`config.mk`:
```
export PLATFORM = sky130hd
export DESIGN_NAME = demux_route_buffer_flat
export DESIGN_NICKNAME = d
export VERILOG_FILES = /design/src/rtl/demux_route_buffer_if.sv /design/src/rtl/demux_route_buffer.sv /design/src/flat_wrapper.sv
export SDC_FILE = /design/constraint.sdc
export NUM_CORES = 1
export LEC_CHECK = 0
export CAP_MARGIN = 10
export CORE_MARGIN = 2
export CORE_UTILIZATION = 49
export DETAILED_ROUTE_END_ITERATION = 12
export HOLD_SLACK_MARGIN = 0.08
export PLACE_DENSITY = 0.78
export SLEW_MARGIN = 0
export SYNTH_ARGS = -nofsm -noshare
export SYNTH_HDL_FRONTEND = slang
export SYNTH_SLANG_ARGS = --single-unit
export TNS_END_PERCENT = 100
```
`constraint.sdc`:
```
create_clock -name clk -period 2.1 [get_ports clk]
set_input_delay 0.42 -clock clk [delete_from_list [all_inputs] [get_ports clk]]
set_output_delay 0.42 -clock clk [all_outputs]
set_load 0.02 [all_outputs]
```
`src/rtl/demux_route_buffer_if.sv`:
```
// Byte-routing bus: producer side (data, select, valid/ready) and two consumer legs.
// The producer holds the master view; the route buffer holds the slave view.
interface demux_route_buffer_if #(
   parameter int WIDTH = 8,
   parameter int DEPTH = 2
);
   localparam int CW = $clog2(DEPTH + 1);

   logic [WIDTH-1:0] in;
   logic             select;
   logic             in_valid;
   logic             in_ready;
   logic [WIDTH-1:0] outA;
   logic             outA_valid;
   logic             outA_ready;
   logic [WIDTH-1:0] outB;
   logic             outB_valid;
   logic             outB_ready;
   logic [CW-1:0]    countA;
   logic [CW-1:0]    countB;

   modport master (
      output in, select, in_valid, outA_ready, outB_ready,
      input  in_ready, outA, outA_valid, outB, outB_valid, countA, countB
   );

   modport slave (
      input  in, select, in_valid, outA_ready, outB_ready,
      output in_ready, outA, outA_valid, outB, outB_valid, countA, countB
   );
endinterface

```
`src/rtl/demux_route_buffer.sv`:
```
// Steers each accepted byte into one of two independent FIFOs (A: select=0, B: select=1).
// Each leg shows its head word, or zero when empty; push-to-visible latency is one cycle.
module demux_route_buffer #(
   parameter int WIDTH = 8,
   parameter int DEPTH = 2
) (
   input logic                 clk,
   input logic                 reset,
   demux_route_buffer_if.slave bus
);
   localparam int CW = $clog2(DEPTH + 1);
   localparam int PW = $clog2(DEPTH);

   logic [WIDTH-1:0] head_w  [2];
   logic [CW-1:0]    count_w [2];
   logic [1:0]       full_w;
   logic [1:0]       valid_w;
   logic [1:0]       out_ready_w;

   assign out_ready_w = {bus.outB_ready, bus.outA_ready};

   // Depends only on select and registered counts: a full FIFO refuses even while popping.
   assign bus.in_ready = bus.select ? ~full_w[1] : ~full_w[0];

   generate
      for (genvar gi = 0; gi < 2; gi++) begin : g_chan
         logic [WIDTH-1:0] mem_q [DEPTH];
         logic [PW-1:0]    rd_ptr_q, rd_ptr_d;
         logic [PW-1:0]    wr_ptr_q, wr_ptr_d;
         logic [CW-1:0]    count_q, count_d;
         logic             push;
         logic             pop;

         assign full_w[gi]  = (count_q == CW'(DEPTH));
         assign valid_w[gi] = (count_q != '0);
         assign push        = bus.in_valid & (bus.select == 1'(gi)) & ~full_w[gi];
         assign pop         = valid_w[gi] & out_ready_w[gi];

         always_comb begin
            rd_ptr_d = rd_ptr_q;
            wr_ptr_d = wr_ptr_q;
            count_d  = count_q;
            if (push) begin
               wr_ptr_d = (wr_ptr_q == PW'(DEPTH - 1)) ? '0 : wr_ptr_q + PW'(1);
            end
            if (pop) begin
               rd_ptr_d = (rd_ptr_q == PW'(DEPTH - 1)) ? '0 : rd_ptr_q + PW'(1);
            end
            case ({push, pop})
               2'b10:   count_d = count_q + CW'(1);
               2'b01:   count_d = count_q - CW'(1);
               default: count_d = count_q;
            endcase
         end

         always_ff @(posedge clk) begin
            if (reset) begin
               rd_ptr_q <= '0;
               wr_ptr_q <= '0;
               count_q  <= '0;
            end else begin
               rd_ptr_q <= rd_ptr_d;
               wr_ptr_q <= wr_ptr_d;
               count_q  <= count_d;
            end
         end

         // Storage is never cleared; an empty count masks stale contents.
         always_ff @(posedge clk) begin
            if (push && !reset) begin
               mem_q[wr_ptr_q] <= bus.in;
            end
         end

         assign head_w[gi]  = valid_w[gi] ? mem_q[rd_ptr_q] : '0;
         assign count_w[gi] = count_q;
      end
   endgenerate

   assign bus.outA       = head_w[0];
   assign bus.outB       = head_w[1];
   assign bus.outA_valid = valid_w[0];
   assign bus.outB_valid = valid_w[1];
   assign bus.countA     = count_w[0];
   assign bus.countB     = count_w[1];
endmodule

```
`src/flat_wrapper.sv`:
```
// flat-port wrapper written by rule: the top's interface ports become plain ports
module demux_route_buffer_flat 
#(
   parameter int WIDTH = 8,
   parameter int DEPTH = 2
)
  (clk, reset, bus_in, bus_select, bus_in_valid, bus_outA_ready, bus_outB_ready, bus_in_ready, bus_outA, bus_outA_valid, bus_outB, bus_outB_valid, bus_countA, bus_countB);
  demux_route_buffer_if #(.WIDTH(WIDTH), .DEPTH(DEPTH)) bus_i ();
  input logic clk;
  input logic reset;
  input wire logic [$bits(bus_i.in)-1:0] bus_in;
  input wire logic [$bits(bus_i.select)-1:0] bus_select;
  input wire logic [$bits(bus_i.in_valid)-1:0] bus_in_valid;
  input wire logic [$bits(bus_i.outA_ready)-1:0] bus_outA_ready;
  input wire logic [$bits(bus_i.outB_ready)-1:0] bus_outB_ready;
  output wire logic [$bits(bus_i.in_ready)-1:0] bus_in_ready;
  output wire logic [$bits(bus_i.outA)-1:0] bus_outA;
  output wire logic [$bits(bus_i.outA_valid)-1:0] bus_outA_valid;
  output wire logic [$bits(bus_i.outB)-1:0] bus_outB;
  output wire logic [$bits(bus_i.outB_valid)-1:0] bus_outB_valid;
  output wire logic [$bits(bus_i.countA)-1:0] bus_countA;
  output wire logic [$bits(bus_i.countB)-1:0] bus_countB;
  assign bus_i.in = bus_in;
  assign bus_i.select = bus_select;
  assign bus_i.in_valid = bus_in_valid;
  assign bus_i.outA_ready = bus_outA_ready;
  assign bus_i.outB_ready = bus_outB_ready;
  assign bus_in_ready = bus_i.in_ready;
  assign bus_outA = bus_i.outA;
  assign bus_outA_valid = bus_i.outA_valid;
  assign bus_outB = bus_i.outB;
  assign bus_outB_valid = bus_i.outB_valid;
  assign bus_countA = bus_i.countA;
  assign bus_countB = bus_i.countB;
  demux_route_buffer #(.WIDTH(WIDTH), .DEPTH(DEPTH)) u_core (.clk(clk), .reset(reset), .bus(bus_i));
endmodule
```
==> results of run 1 <==
cells by family after synthesis:
kind of cell | Yosys count | share of synthesized area [%]
flops | 42 | 69.7
simple gates | 39 | 10.3
mux | 17 | 10.3
buf+inv | 9 | 2.18
compound gates | 8 | 2.93
xor+xnor | 6 | 3.15
fa+ha+maj | 2 | 1.50
state kept, by name, indices dropped and copies added (netlist names), named ones only:
name and flops:
u_core.bus.countA 2, u_core.bus.countB 2, u_core.g_chan.wr_ptr_q 2, u_core.g_chan.rd_ptr_q 2, u_core.g_chan.mem_q 32
worst paths after layout:
check	to	from	cells after the start
worst min register to register	u_core.g_chan[1].wr_ptr_q	u_core.g_chan[1].wr_ptr_q	1
worst max-delay path	bus_outA_valid	u_core.bus.countA[1]	3
worst min-delay path	u_core.g_chan[1].wr_ptr_q	u_core.g_chan[1].wr_ptr_q	1
worst max register to register	u_core.bus.countA[1]	u_core.bus.countA[1]	6
placed cells by master (no fill, tap or decap), types with 5 or more instances in the layout:
cell type and count:
dlymetal6s2s_1 11, edfxtp_1 32, clkbuf_4 5, mux2i_1 16, clkdlybuf4s50_1 19, dlygate4sd2_1 6
dfxtp_1 6, nor2_1 26, buf_4 8, inv_1 6
stage by stage:
| step | std cells | TNS (ns) |
|---|---|---|
| after global routing | 218 | 0 |
| after CTS | 218 | 0 |
| final | 218 | 0 |
| after global placement | 210 | -0.0790 |
| after floorplan | 123 | 0 |
| after detailed placement | 210 | -0.122 |
repair_timing:
item | CTS | global route
setup endpoints to repair | 19 | 12
endpoints found under the hold margin | 0 | 0
resized for setup | 12 | 13
Yosys cell counts (all sizes together):
cell type / instances
edfxtp: 32
mux2i: 16
buf: 2
inv: 6
nor2: 28
and3: 1
a21oi: 2
o21ai: 4
clkbuf: 1
xnor2: 2
ha: 2
nand2b: 2
dfxtp: 10
o2bb2ai: 1
xor2: 4
nand3b: 1
mux2: 1
nor2b: 2
nor3: 1
a32o: 1
nand3: 2
or3: 2
where the power goes:
group          internal [mW]  total, mW  switching (mW)  leakage (nW)
clock                  0.372      0.626           0.253        0.0554
sequential             0.992       1.08          0.0868         0.374
combinational          0.547       1.20           0.654         0.571
total                   1.91       2.91           0.994          1.00
routing by layer:
layer  up-vias  share of wire [%]
li1        529                  -
met1       514                 43
met2        35                 51
met3         5                5.3
met4         0                1.3
met5         -                  0
final cells by class:
cell class / count / share of cell area [%]
Inverter: 6 / 0.989
Timing Repair Buffer: 44 / 19.3
Clock buffer: 5 / 1.65
Sequential cell: 42 / 51.2
Tap cell: 46 / 2.53
Multi-Input combinational cell: 72 / 21.3
Clock inverter: 3 / 3.02
==> metrics.md, run 1 <==
| Metric | Value |
|---|---|
| Pin count of the biggest net entering global routing | `15` |
| CTS Buf Count | `5` |
| Avg Synthesized Cell Area | `around 14 sq um` |
| Final hold slack | `0.502 ns` |
| Core Box Area | `approximately 3300 sq um` |
| Antenna diode count | `0` |
| R2R Setup Slk | `between 0.3 and 0.4 ns` |
| Fill count | `~260` |
| Finished Cell Area | `2280 sq um` |
| Max Clk Rate | `0.502 GHz` |
| Static leakage | `between 1 and 1.5 nW` |
| RSZ-0062 raised after global routing | `false` |
| GR Layer Usage met3 | `under 10%` |
| CP startpoint kind | `flop` |
| First-pass GRT wire length | `approximately 5100 microns` |
| CTS tree | `built` |
| Hold Vio Cnt, Final | `0` |
| Worst Path Max Fanout | `9` |
| Reg area | `1170 sq um` |
| Vias in the first global route | `roughly 1100` |
| Drt initial violations | `44` |
| Dpl ws | `-0.0809 ns` |
| Root buffer cell | `clkbuf_4` |
| Post-CTS setup buffer count | `0` |
| DP HPWL | `approximately 2200 microns` |
| Worst Max-Slew Pin Slew | `between 0.3 and 0.4 ns` |
| Final slew viol count | `0` |
| # setup viols final | `0` |
| Global route overflow | `0` |
| Antenna violations before repair | `0` |
| Die Ht | `about 62 microns` |
| Power Density | `between 1000 and 1500 nW/um^2` |
| Tot Pwr | `between 2 and 3 mW` |
| Cells after Synth | `approximately 120` |
| Synth top area share | `about 58%` |
| Biggest area consumer among synthesized cells | `edfxtp_1` |
| Total Routing Usage GR | `between 15 and 20%` |
| Hold Buf Count CTS | `0` |
| Maximum clock insertion buffer count | `2` |
| Max-cap violations | `0` |
| Final min period | `roughly 2 ns` |
| Worst hold path type | `flop to flop` |
| Core Util, Final | `68.8%` |
| Final #Nets | `~190` |
| TritonRoute pass-1 iters | `4` |
| GRT busiest layer | `met2` |
| Crit end category | `output pin` |
| Area Overhead vs Synth | `36.6%` |
| Sink Count | `42` |
| CP Class | `flop to output pin` |
| Die W | `62.3 microns` |
| Vias per cell | `a little under 5` |
| CP top delay family | `buffers and inverters` |
| Synth warn | `0` |
| M2 GR Usage | `30.0%` |
| Std-Cell Rows | `21` |
| Proportion of layout cells with a drive suffix above 1 | `around an eighth` |
| Relative slew margins | `around three quarters` |
| Die area | `between 3000 and 4000 sq um` |
| I/O pins | `37` |
| Initial core utilization | `around 50%` |
| H-tree depth | `2` |
| Worst EP required | `roughly 1.7 ns` |
| Mapped Area | `about 1700 sq um` |
| CP max stage delay | `about 0.54 ns` |
| Gpl congestion | `~0.7` |
| Antenna viol nets, final | `0` |
| Synthesized flop and latch total | `42` |
| Clock latency on the worst-skew pair | `0.34 ns` |
| Status | `finished, final reports clean` |
| Setup Skew | `about 0.013 ns` |
| Reg clk slew, reported paths | `roughly 0.12 ns` |
| Total Routed Length | `3130 microns` |
| Crit-path cells | `nor2_4 > inv_1 > clkdlybuf4s50_1` |
| Per-cell routed wire length | `roughly 14 microns` |
| WP data arrival | `between 1.5 and 2 ns` |
| Final period utilization | `~95%` |
| Global routing usage on met1 | `around a fifth` |
| Placed Instance Area | `2130 sq um` |
| CP max stage cell | `clkdlybuf4s50_1` |
| Yosys cell types | `22` |
| Final worst setup slack | `0.108 ns` |
| DRC | `0` |
| Port Buf Inserts | `36` |
| Worst Path Buf+Inv | `2` |
| Part of the Yosys area used for sequential elements | `a little over two thirds` |
| Via count | `around 1100` |
| Syn nets | `about 140` |
| Area of the multi-input gates | `between 400 and 500 sq um` |
| Worst ir drop on vdd | `around 900 uV` |
| Synth top area cells | `edfxtp_1, dfxtp_1, mux2i_1` |
No activity file was read; power rests on OpenSTA's default activity.
==> run 2, diff against run 1 <==
SLEW_MARGIN = 20   (was 0)
==> results of run 2 <==
Final layout, timing and power as in run 1 (identical DEF).
==> run 3, diff against run 2 <==
PLACE_DENSITY = 0.85   (was 0.78)
==> run 3 against run 2 <==
Largest cell class unchanged. Setup slack got worse by 0.0070 ns. Critical path depth unchanged. Clock-buffer cell count is 3 higher. Design area is 3.5% lower. Utilization is 2.4 points lower. Wire length is 8.1% lower. Cell count down 0.92%. Largest power group unchanged. Non-clock buffer count shrank 2. First-iteration DRC count is 14% lower. Clock power shrank 44%. Global-route usage decreased by 1.1 points. Combinational power is 3% lower.
==> metrics.md, run 3 (synthesis results as in run 1) <==
| Metric | Value |
|---|---|
| CP Class | `flop to output pin (unchanged)` |
| Core Box Area | `3310 sq um (unchanged)` |
| Worst EP required | `1.68 ns (about the same)` |
| Post-CTS setup buffer count | `0 (unchanged)` |
| Crit-path cells | `mux2i_1 > nor2_1 > clkdlybuf4s50_1 (was nor2_4 > inv_1 > clkdlybuf4s50_1)` |
| TritonRoute pass-1 iters | `4 (unchanged)` |
| Comb power frac | `43.9% (was 41.3%)` |
| CP max stage cell | `clkdlybuf4s50_1 (unchanged)` |
| First-pass GRT wire length | `4760 microns (was 5050 microns)` |
| Worst hold path type | `flop to flop (unchanged)` |
| # setup viols final | `0 (unchanged)` |
| Antenna violations before repair | `0 (unchanged)` |
| Total Routed Length | `2870 microns (was 3130 microns)` |
| Power Density | `1200 nW/um^2 (was 1280 nW/um^2)` |
| Reg area | `1170 sq um (about the same)` |
| Tot Pwr | `2.65 mW (was 2.91 mW)` |
| Reg clk slew, reported paths | `0.10 ns (was 0.12 ns)` |
| Total Routing Usage GR | `16.1% (was 17.3%)` |
| CTS tree | `built (unchanged)` |
| Status | `finished, final reports clean (unchanged)` |
| Max FFs per register | `32 (unchanged)` |
| Drt initial violations | `38 (was 44)` |
| Antenna diode count | `0 (unchanged)` |
| H-tree depth | `2 (unchanged)` |
| Biggest register | `u_core.g_chan.mem_q (unchanged)` |
| Max-cap violations | `0 (unchanged)` |
| Final slew viol count | `0 (unchanged)` |
| Root buffer cell | `clkbuf_4 (unchanged)` |
| Final min period | `2.00 ns (was 1.99 ns)` |
| Worst ir drop on vdd | `806 uV (was 898 uV)` |
| Pin count of the biggest net entering global routing | `13 (was 15)` |
| Setup Skew | `0.0128 ns (was 0.0134 ns)` |
| Worst r2r src | `u_core.bus.countB[0] (was u_core.bus.countA[1])` |
| CP startpoint kind | `flop (unchanged)` |
| Finished Cell Area | `2200 sq um (was 2280 sq um)` |
| Via count | `1056 (was 1083)` |
| Sink Count | `42 (unchanged)` |
| Proportion of layout cells with a drive suffix above 1 | `11.8% (was 13.4%)` |
| Die W | `62.3 microns (unchanged)` |
| Final period utilization | `95.2% (was 94.8%)` |
| Maximum clock insertion buffer count | `2 (unchanged)` |
| Max Clk Rate | `0.500 GHz (was 0.502 GHz)` |
| Vias in the first global route | `1080 (was 1070)` |
| Area Overhead vs Synth | `31.9% (was 36.6%)` |
| Worst Path Max Fanout | `8 (was 9)` |
| Worst Max-Slew Pin Slew | `0.394 ns (was 0.377 ns)` |
| CP max stage delay | `0.54 ns (about the same)` |
| Die area | `3880 sq um (unchanged)` |
| Most frequent cells in the layout | `clkdlybuf4s50_1, edfxtp_1, nor2_1, mux2i_1 (was edfxtp_1, nor2_1, clkdlybuf4s50_1, mux2i_1, dlymetal6s2s_1)` |
| Gpl congestion | `0.728 (was 0.702)` |
| Clock latency on the worst-skew pair | `0.33 ns (was 0.34 ns)` |
| DRC | `0 (unchanged)` |
| Pint | `1.71 mW (was 1.91 mW)` |
| Die Ht | `62.3 microns (unchanged)` |
| Relative slew margins | `73.7% (was 74.6%)` |
| Area of the multi-input gates | `484 sq um (unchanged)` |
| Fill count | `254 (was 256)` |
| Worst Hold Launch | `u_core.g_chan[1].wr_ptr_q (unchanged)` |
| Port Buf Inserts | `36 (unchanged)` |
| DP HPWL | `2180 microns (was 2200 microns)` |
| Hold Vio Cnt, Final | `0 (unchanged)` |
| Seq pwr share | `42.9% (was 37.1%)` |
| Vias per cell | `4.89 (was 4.97)` |
| Clock share of power | `13.2% (was 21.5%)` |
| Hold Buf Count CTS | `0 (unchanged)` |
| Static leakage | `0.810 nW (was 1.00 nW)` |
| Crit end category | `output pin (unchanged)` |
| I/O pins | `37 (unchanged)` |
| RSZ-0062 raised after global routing | `false (unchanged)` |
| Placed Instance Area | `2120 sq um (was 2130 sq um)` |
| Antenna viol nets, final | `0 (unchanged)` |
| Core Util, Final | `66.4% (was 68.8%)` |
| CTS Buf Count | `5 (unchanged)` |
| Global route overflow | `0 (unchanged)` |
| Switching power | `0.943 mW (was 0.994 mW)` |
| Sw Ratio | `35.6% (was 34.2%)` |
| Std-Cell Rows | `21 (unchanged)` |
| Initial core utilization | `50.3% (unchanged)` |
| WP data arrival | `1.58 ns (was 1.57 ns)` |
| Per-cell routed wire length | `13.3 microns (was 14.3 microns)` |
| Final #Nets | `185 (was 187)` |
## run 3: cell count changes in the layout (fill, tap and decap cells not counted)
cell / change
clkbuf_1: +3
dlymetal6s2s_1: -8
bufinv_16: -2
dfxtp_1: -2
clkinv_4: -1
clkdlybuf4s50_1: +13
buf_4: -2
dlygate4sd2_1: -5
dfxtp_4: +2
## run 3: layout make-up
| cell class | instances | area share [%] |
|---|---|---|
| flip-flops and latches | 42 | 53.4 |
| multi-input cells | 72 | 22.0 |
| clock buffers | 8 | 2.22 |
| repair buffers | 42 | 18.7 |
| well taps | 46 | 2.62 |
| inverters | 6 | 1.02 |
## run 3: metal layers
| layer | global-route usage, % | up-vias | wire length, microns |
|---|---|---|---|
| li1 | - | 527 | - |
| met1 | 17.7 | 496 | 1210 |
| met2 | 29.2 | 31 | 1480 |
| met3 | 6.34 | 2 | 166 |
| met4 | 4.17 | 0 | 15 |
| met5 | 0 | - | 0 |
## run 3: path summary, 6_finish.rpt
check	to	slack, ns	cells after the start
max	bus_outB[3]	0.10	3
min	u_core.g_chan[1].wr_ptr_q	0.46	1
max reg2reg	u_core.bus.countB[1]	0.41	5
min reg2reg	u_core.g_chan[1].wr_ptr_q	0.46	1
## run 3: stage by stage
step | worst slack, ns | cells | TNS, ns | hold WS [ns]
after floorplan | 0.313 | 123 | 0 | 0.426
after global placement | -0.0785 | 208 | -0.0785 | 0.434
after detailed placement | -0.0899 | 208 | -0.0899 | 0.450
after CTS | 0.0276 | 216 | 0 | 0.466
after global routing | 0.00368 | 216 | 0 | 0.490
final | 0.101 | 216 | 0 | 0.462
## run 3: critical path: cells and delay by family (launching register included)
kind                   cells  cell delay [ns]
muxes                      1             0.21
and+or+nand+nor            1             0.06
DFF                        1             0.44
buffers and inverters      1             0.54
## run 3: power groups by stage
stage | clock, mW | combinational (mW) | sequential [mW]
floorplan | 0 | 0.665 | 1.10
CTS | 0.363 | 1.18 | 1.14
detailed placement | 0 | 1.16 | 1.12
global placement | 0 | 1.13 | 1.11
finish | 0.350 | 1.16 | 1.14
global route | 0.418 | 1.25 | 1.16
## run 3: repair_timing
action / in CTS / in global routing
gates resized for setup: 11 / 5
setup endpoints to repair: 19 / 17
cloned: 0 / 0
